`src/rtl/sobel_pipe_accelerator_pkg.sv`:
```
// ============================================================================
// Module  : sobel_pipe_accelerator_pkg
// Purpose : Shared constants and arithmetic helpers for the pipelined Sobel
//           accelerator (magnitude mode encodings, pixel width default,
//           signed gradient and absolute-value helpers).
// Ports   : none (package)
// Revision: 1.0 - initial pipelined release
// ============================================================================
`default_nettype none

package sobel_pipe_accelerator_pkg;

    localparam int PIX_W_DEFAULT = 8;

    localparam logic [1:0] SOBEL_MODE_L1     = 2'd0;
    localparam logic [1:0] SOBEL_MODE_THRESH = 2'd1;
    localparam logic [1:0] SOBEL_MODE_MAX    = 2'd2;

    // One Sobel axis: (p0 + 2*p1 + p2) - (n0 + 2*n1 + n2), range +/-1020.
    // Each weighted sum fits in 10 unsigned bits, so 12-bit signed holds the
    // difference without overflow before it is narrowed to 11 bits.
    function automatic logic signed [10:0] sobel_diff(
        input logic [7:0] p0, input logic [7:0] p1, input logic [7:0] p2,
        input logic [7:0] n0, input logic [7:0] n1, input logic [7:0] n2
    );
        logic signed [11:0] pos_sum;
        logic signed [11:0] neg_sum;
        logic signed [11:0] diff;
        pos_sum = $signed({4'd0, p0}) + $signed({3'd0, p1, 1'b0}) + $signed({4'd0, p2});
        neg_sum = $signed({4'd0, n0}) + $signed({3'd0, n1, 1'b0}) + $signed({4'd0, n2});
        diff    = pos_sum - neg_sum;
        return diff[10:0];
    endfunction

    // |v| for a gradient; the magnitude never exceeds 1020 so 10 bits suffice.
    function automatic logic [9:0] sobel_abs(input logic signed [10:0] v);
        logic signed [10:0] neg_v;
        neg_v = -v;
        return (v < 11'sd0) ? neg_v[9:0] : v[9:0];
    endfunction

endpackage

`default_nettype wire

```
`src/rtl/sobel_pipe_accelerator_lane.sv`:
```
// ============================================================================
// Module  : sobel_lane
// Purpose : One Sobel convolution lane. Three registered stages sharing the
//           per-stage enables generated by the top-level flow control:
//           stage 1 gx/gy, stage 2 magnitude (L1 or max-norm), stage 3
//           saturated or thresholded output pixel.
// Ports   : clk, reset_n           - clock, synchronous active-low reset
//           i_en1/i_en2/i_en3      - stage load enables
//           i_top/i_mid/i_bot      - 3 pixels of each row, pixel 0 in LSBs
//           i_mode_s2              - mode travelling with the beat in stage 1
//           i_mode_s3/i_thresh_s3  - mode/threshold travelling in stage 2
//           o_pix                  - registered stage-3 output pixel
// Revision: 1.0 - initial pipelined release
// ============================================================================
`default_nettype none

module sobel_lane
    import sobel_pipe_accelerator_pkg::*;
(
    input  logic       clk,
    input  logic       reset_n,
    input  logic       i_en1,
    input  logic       i_en2,
    input  logic       i_en3,
    input  logic [23:0] i_top,
    input  logic [23:0] i_mid,
    input  logic [23:0] i_bot,
    input  logic [1:0] i_mode_s2,
    input  logic [1:0] i_mode_s3,
    input  logic [7:0] i_thresh_s3,
    output logic [7:0] o_pix
);

    logic signed [10:0] r_gx;
    logic signed [10:0] r_gy;
    logic        [11:0] r_mag;

    logic signed [10:0] w_gx;
    logic signed [10:0] w_gy;
    logic        [9:0]  w_ax;
    logic        [9:0]  w_ay;
    logic        [11:0] w_l1;
    logic        [11:0] w_max;
    logic        [7:0]  w_pix;

    assign w_gx = sobel_diff(i_top[7:0],   i_top[15:8], i_top[23:16],
                             i_bot[7:0],   i_bot[15:8], i_bot[23:16]);
    assign w_gy = sobel_diff(i_top[23:16], i_mid[23:16], i_bot[23:16],
                             i_top[7:0],   i_mid[7:0],   i_bot[7:0]);

    assign w_ax  = sobel_abs(r_gx);
    assign w_ay  = sobel_abs(r_gy);
    assign w_l1  = {2'b00, w_ax} + {2'b00, w_ay};
    assign w_max = {2'b00, (w_ax >= w_ay) ? w_ax : w_ay};

    // Threshold mode compares the full 12-bit L1 value, not the saturated one.
    assign w_pix = (i_mode_s3 == SOBEL_MODE_THRESH)
                 ? ((r_mag >= {4'd0, i_thresh_s3}) ? 8'hFF : 8'h00)
                 : ((r_mag > 12'd255) ? 8'hFF : r_mag[7:0]);

    always_ff @(posedge clk) begin
        if (!reset_n) begin
            r_gx  <= '0;
            r_gy  <= '0;
            r_mag <= '0;
            o_pix <= '0;
        end else begin
            if (i_en1) begin
                r_gx <= w_gx;
                r_gy <= w_gy;
            end
            if (i_en2) begin
                r_mag <= (i_mode_s2 == SOBEL_MODE_MAX) ? w_max : w_l1;
            end
            if (i_en3) begin
                o_pix <= w_pix;
            end
        end
    end

endmodule

`default_nettype wire

```
`src/rtl/sobel_pipe_accelerator.sv`:
```
// ============================================================================
// Module  : sobel_pipe_accelerator
// Purpose : 3-stage pipelined Sobel edge detector, NUM_LANES output pixels
//           per beat, valid/ready on both sides, per-beat configuration and a
//           saturating edge-pixel counter.
// Ports   : clk, reset_n                 - clock, synchronous active-low reset
//           in_valid/in_ready            - input beat handshake
//           row1_data/row2_data/row3_data- three rows, (NUM_LANES+2) pixels
//           cfg_mode/cfg_thresh          - captured with each accepted beat
//           out_valid/out_ready/out_data - output beat handshake and data
//           cnt_clear/edge_count         - edge counter clear and value
//           busy                         - any stage holds a valid beat
// Revision: 1.0 - initial pipelined release
// ============================================================================
`default_nettype none

module sobel_pipe_accelerator
    import sobel_pipe_accelerator_pkg::*;
#(
    parameter int NUM_LANES = 16,
    parameter int PIX_W     = PIX_W_DEFAULT,
    parameter int CNT_W     = 32
) (
    input  logic                           clk,
    input  logic                           reset_n,
    input  logic                           in_valid,
    output logic                           in_ready,
    input  logic [(NUM_LANES+2)*PIX_W-1:0] row1_data,
    input  logic [(NUM_LANES+2)*PIX_W-1:0] row2_data,
    input  logic [(NUM_LANES+2)*PIX_W-1:0] row3_data,
    input  logic [1:0]                     cfg_mode,
    input  logic [7:0]                     cfg_thresh,
    output logic                           out_valid,
    input  logic                           out_ready,
    output logic [NUM_LANES*PIX_W-1:0]     out_data,
    input  logic                           cnt_clear,
    output logic [CNT_W-1:0]               edge_count,
    output logic                           busy
);

    localparam int c_pc_w = $clog2(NUM_LANES + 1);

    generate
        if (PIX_W != 8) begin : g_bad_pix_w
            $error("sobel_pipe_accelerator: PIX_W must be 8");
        end
        if (NUM_LANES < 1 || NUM_LANES > 32) begin : g_bad_lanes
            $error("sobel_pipe_accelerator: NUM_LANES must be 1..32");
        end
    endgenerate

    logic              r_v1, r_v2, r_v3;
    logic [1:0]        r_mode1, r_mode2;
    logic [7:0]        r_thresh1, r_thresh2, r_thresh3;
    logic [CNT_W-1:0]  r_edge_count;

    logic              w_ld1, w_ld2, w_ld3;
    logic              w_en1, w_en2, w_en3;
    logic              w_out_hs;
    logic [c_pc_w-1:0] w_pop;
    logic [CNT_W:0]    w_sum;

    // A stage may load when it is empty or its beat leaves this cycle; the
    // chain runs combinationally from out_ready so bubbles collapse.
    assign w_ld3 = !r_v3 | out_ready;
    assign w_ld2 = !r_v2 | w_ld3;
    assign w_ld1 = !r_v1 | w_ld2;

    // Data registers only move when a real beat arrives, so out_data keeps its
    // last value across bubbles.
    assign w_en1 = w_ld1 & in_valid;
    assign w_en2 = w_ld2 & r_v1;
    assign w_en3 = w_ld3 & r_v2;

    assign in_ready   = w_ld1;
    assign out_valid  = r_v3;
    assign busy       = r_v1 | r_v2 | r_v3;
    assign edge_count = r_edge_count;
    assign w_out_hs   = r_v3 & out_ready;

    genvar c;
    generate
        for (c = 0; c < NUM_LANES; c++) begin : g_lanes
            sobel_lane u_lane (
                .clk         (clk),
                .reset_n     (reset_n),
                .i_en1       (w_en1),
                .i_en2       (w_en2),
                .i_en3       (w_en3),
                .i_top       (row1_data[c*PIX_W +: 3*PIX_W]),
                .i_mid       (row2_data[c*PIX_W +: 3*PIX_W]),
                .i_bot       (row3_data[c*PIX_W +: 3*PIX_W]),
                .i_mode_s2   (r_mode1),
                .i_mode_s3   (r_mode2),
                .i_thresh_s3 (r_thresh2),
                .o_pix       (out_data[c*PIX_W +: PIX_W])
            );
        end
    endgenerate

    // Edge pixels of the beat currently presented, judged against the
    // threshold that was captured with that beat.
    always_comb begin
        w_pop = '0;
        for (int k = 0; k < NUM_LANES; k++) begin
            if (out_data[k*PIX_W +: PIX_W] >= r_thresh3) begin
                w_pop = w_pop + c_pc_w'(1);
            end
        end
    end

    assign w_sum = {1'b0, r_edge_count} + {{(CNT_W+1-c_pc_w){1'b0}}, w_pop};

    always_ff @(posedge clk) begin
        if (!reset_n) begin
            r_v1         <= 1'b0;
            r_v2         <= 1'b0;
            r_v3         <= 1'b0;
            r_mode1      <= '0;
            r_mode2      <= '0;
            r_thresh1    <= '0;
            r_thresh2    <= '0;
            r_thresh3    <= '0;
            r_edge_count <= '0;
        end else begin
            if (w_ld1) r_v1 <= in_valid;
            if (w_ld2) r_v2 <= r_v1;
            if (w_ld3) r_v3 <= r_v2;

            if (w_en1) begin
                r_mode1   <= cfg_mode;
                r_thresh1 <= cfg_thresh;
            end
            if (w_en2) begin
                r_mode2   <= r_mode1;
                r_thresh2 <= r_thresh1;
            end
            if (w_en3) begin
                r_thresh3 <= r_thresh2;
            end

            // Clear wins, but a beat leaving in the same cycle is still counted.
            if (cnt_clear) begin
                r_edge_count <= w_out_hs ? {{(CNT_W-c_pc_w){1'b0}}, w_pop} : '0;
            end else if (w_out_hs) begin
                r_edge_count <= w_sum[CNT_W] ? {CNT_W{1'b1}} : w_sum[CNT_W-1:0];
            end
        end
    end

endmodule

`default_nettype wire

```
`config.mk`:
```
export PLATFORM = sky130hd
export DESIGN_NAME = sobel_pipe_accelerator
export DESIGN_NICKNAME = d
export VERILOG_FILES = /design/src/rtl/sobel_pipe_accelerator_pkg.sv /design/src/rtl/sobel_pipe_accelerator_lane.sv /design/src/rtl/sobel_pipe_accelerator.sv
export SDC_FILE = /design/constraint.sdc
export NUM_CORES = 2
export LEC_CHECK = 0
export CAP_MARGIN = 10
export CORE_MARGIN = 2
export CORE_UTILIZATION = 57
export CTS_CLUSTER_DIAMETER = 100
export DETAILED_ROUTE_END_ITERATION = 10
export DONT_BUFFER_PORTS = 1
export GPL_TIMING_DRIVEN = 1
export PLACE_DENSITY = 0.72
export SETUP_SLACK_MARGIN = 0.05
export SYNTH_ARGS = -nofsm -noshare
export SYNTH_HDL_FRONTEND = slang
export SYNTH_SLANG_ARGS = --single-unit
```
`constraint.sdc`:
```
create_clock -name clk -period 12.9 [get_ports clk]
set_input_delay 1.29 -clock clk [delete_from_list [all_inputs] [get_ports clk]]
set_output_delay 1.29 -clock clk [all_outputs]
set_load 0.005 [all_outputs]
```
==> flow_summary.json <==
{
  "fin_crit_sh": 0.953,
  "ys.flop_type": "dfxtp_1",
  "cts.sink_count": 719,
  "area_growth_pct": 5.75,
  "synth_cell_type_count": 82,
  "ys_warn_count": 0,
  "fillCellCount": 13700,
  "netlist_instances": 10600,
  "final_nets": 12700,
  "dp.cells": 12300,
  "vias": 74300,
  "required_ns": 13.43,
  "clockRootBuffer": "clkbuf_16",
  "critical_path_class": "flip-flop to flip-flop",
  "clkSlewWorstSetupHoldPaths_ns": 0.06,
  "groute.usage.overall": 0.348,
  "power.leakage_uw": 0.0451,
  "cts_buffers": 84,
  "crit_path_max_incr_delay_ns": 0.44,
  "die_y_um": 396,
  "synth_edf_count": 0,
  "hp-class": "flip-flop to flip-flop",
  "portBuffers": 0,
  "synthesis.nets": 12900,
  "path_max_fanout": 10,
  "rsz0062_at_grt": "false",
  "crit_slowest_cell": "fa_1",
  "drtAntennaViolNets": 0,
  "antenna_found_initial": 25,
  "dr_wl_met2_um": 110000,
  "dp_hpwl_um": 232000,
  "final.setup.tns_ns": 0,
  "p_per_area_nw_per_um2": 274,
  "layout.cells.non_filler": 12500,
  "layout-drive-gt1-share": 0.0260,
  "critPathMostFrequentCell": "ha_1",
  "tightest_slew_ns": 3.12,
  "grt_pass1_vias": 69800,
  "hold_buffers": 0,
  "status": "complete, but fails checks",
  "drv_cap": 0,
  "rows": 143,
  "failed_checks": "max-slew violations",
  "cts_buffer_depth": 3,
  "ioPinCount": 610,
  "wirelength_met1_um": 136000,
  "place_congestion": 1.02,
  "globalRouteOverflowTotal": 0,
  "critPathTopFamily": "adder cells",
  "dieArea_um2": 157000,
  "wirelength_um": 279000,
  "cts_tree": "built",
  "cp-start-kind": "flip-flop",
  "fin_crit_ns": 12.30,
  "htree_levels": 3,
  "insertion_delay_ns": 0.70,
  "fmaxAchievable_mhz": 81.3,
  "slew_viol_final": 598,
  "wire_per_inst_um": 22.3,
  "drt_iter0_markers": 6562,
  "initial_core_util": 0.575,
  "setup_viol": 0,
  "grt_pass1_wl_um": 422000,
  "path_buf_inv": 5,
  "grt_max_degree": 694,
  "wl_met3_um": 26800,
  "finClkSkew_ns": 0.0287,
  "die_w_um": 396,
  "yosys_register_bits": 719,
  "async_flop_share": 0,
  "top_layer_used": "met5",
  "drt-pass1-iter-count": 6,
  "relSlewSlack": -1.08,
  "syn_area_um2": 87500,
  "ir_drop_mv": 0.463,
  "cp-end-kind": "flip-flop",
  "vias_per_cell": 5.94,
  "seq_area_frac_synth": 0.164,
  "worstPathArrival_ns": 12.83,
  "finalHoldViolations": 0,
  "drc": 0,
  "core_area_um2": 152000,
  "syn_area_per_cell_um2": 8.26
}
-- what timing repair did --
item | in CTS | in global routing
pin swaps | 1 | 9
buffers inserted | 1 | 11
setup endpoints to repair | 10 | 32
cloned | 0 | 2
gates resized for setup | 1 | 35
-- cell usage after synthesis, types with 42 or more instances --
| cell | count | area [µm²] |
|---|---|---|
| o211ai_1 | 170 | 1280 |
| o211a_1 | 155 | 1550 |
| or3_1 | 42 | 263 |
| inv_1 | 1243 | 4670 |
| o21a_1 | 44 | 330 |
| nor3_1 | 73 | 365 |
| nand3_1 | 59 | 295 |
| ha_1 | 1484 | 18600 |
| and2_1 | 258 | 1610 |
| xor2_1 | 335 | 2930 |
| xnor2_1 | 772 | 6760 |
| nor2_1 | 322 | 1210 |
| nor2b_1 | 204 | 1280 |
| a21o_1 | 352 | 2640 |
| nand2b_1 | 150 | 938 |
| clkbuf_1 | 334 | 1250 |
| fa_1 | 387 | 7750 |
| dfxtp_1 | 719 | 14400 |
| o41ai_1 | 46 | 403 |
| mux2i_1 | 102 | 1020 |
| a21boi_0 | 119 | 893 |
| o31ai_1 | 72 | 541 |
| a21oi_1 | 910 | 4550 |
| o21ai_0 | 777 | 3890 |
| o21bai_1 | 376 | 2820 |
| nand2_1 | 830 | 3120 |
-- metrics by stage --
step                      utilization  area, µm²  setup WS, ns  power (µW)  hold slack, ns
after CTS                       0.606      92200         0.103       24800           0.467
after global placement          0.585      89100         0.284       21500           0.448
after floorplan                     -      87500         0.921       17400           0.438
final                           0.608      92600         0.603       25400           0.470
after detailed placement        0.585      89100        0.0256       22000           0.459
after global routing            0.608      92500        0.0201       27600           0.485
-- worst reg2reg max path, delay by kind of cell, from the launching register on --
| family | cells | cell delay, ns |
|---|---|---|
| AOI/OAI and AO/OA | 17 | 2.98 |
| xor gates and xnor gates | 1 | 0.15 |
| adders and majority gates | 16 | 5.02 |
| buffers and inverters | 5 | 0.61 |
| DFF | 1 | 0.37 |
| muxes | 4 | 1.15 |
| and+or+nand+nor | 17 | 1.85 |
-- worst paths after layout --
check,startpoint,endpoint,slack [ns],depth (start not counted)
worst min-delay path,r_thresh3[6]$_SDFFE_PN0P_,r_thresh3[6]$_SDFFE_PN0P_,0.47,2
worst min register to register,r_thresh3[6]$_SDFFE_PN0P_,r_thresh3[6]$_SDFFE_PN0P_,0.47,2
worst max-delay path,g_lanes[1].u_lane.o_pix[0]$_SDFFE_PN0P_,edge_count[23]$_SDFFE_PN0P_,0.60,60
worst max register to register,g_lanes[1].u_lane.o_pix[0]$_SDFFE_PN0P_,edge_count[23]$_SDFFE_PN0P_,0.60,60
-- final cells by class --
type | count | area, µm² | area share
diodes | 12 | 30.0 | 0.000324
well taps | 2030 | 2540 | 0.0274
inverters | 1244 | 4670 | 0.0505
flip-flops and latches | 719 | 14400 | 0.156
clock buffers | 112 | 2380 | 0.0257
multi-input cells | 8287 | 67400 | 0.728
repair buffers | 55 | 450 | 0.00487
clock inverters | 44 | 698 | 0.00754
-- sequential cells by signal, summed over array words and instances (netlist names) --
name and cells:
g_lanes.u_lane.r_gx 176, g_lanes.u_lane.r_gy 176, g_lanes.u_lane.r_mag 176, g_lanes.u_lane.o_pix 128, edge_count 32, r_thresh1 8
r_thresh2 8, r_thresh3 8, r_mode1 2, r_mode2 2, out_valid 1, r_v1 1
r_v2 1
-- power breakdown --
part / total, µW / switching, µW / leakage (µW) / internal (µW)
logic: 19300 / 11300 / 0.0376 / 8090
clock network: 2690 / 1080 / 0.00151 / 1610
registers: 3350 / 649 / 0.00591 / 2700
-- cells in the final DEF (no fill, tap or decap), types with 11 or more instances in the layout --
cell       count
nor3b_1       13
nand2_1      826
xor2_1       335
inv_1       1243
o211a_1      155
and2_1       257
o41ai_1       46
a21o_1       352
clkbuf_16     85
or3_1         42
and3_1        33
a21boi_0     119
nand3_1       59
nor2_1       321
a21oi_1      908
dfxtp_1      717
clkbuf_1      12
o31ai_1       70
clkbuf_8      15
a31o_2        11
mux2i_1      102
o21bai_1     376
bufinv_16     15
xnor2_1      772
buf_4         48
nor3_1        73
o311a_1       26
o211ai_1     170
nor2b_1      200
clkinv_2      15
o21a_1        44
ha_1        1482
diode_2       12
o21ai_0      777
a211oi_1      32
nand2b_1     148
fa_1         387
-- cells by family after synthesis --
| logic type | after synthesis | share of synthesized area |
|---|---|---|
| and+or+nand+nor | 2027 | 0.111 |
| buffers and inverters | 1588 | 0.0681 |
| xor gates and xnor gates | 1116 | 0.113 |
| muxes | 107 | 0.0123 |
| AOI/OAI and AO/OA | 3166 | 0.230 |
| DFF | 719 | 0.164 |
| adders and majority gates | 1871 | 0.301 |
-- routing by layer --
layer / up-vias / GRT usage
li1: 35900 / -
met1: 35400 / 0.531
met2: 2578 / 0.488
met3: 402 / 0.0780
met4: 20 / 0.0817
met5: - / 0
Note: power is estimated with default switching activity, not from simulation.
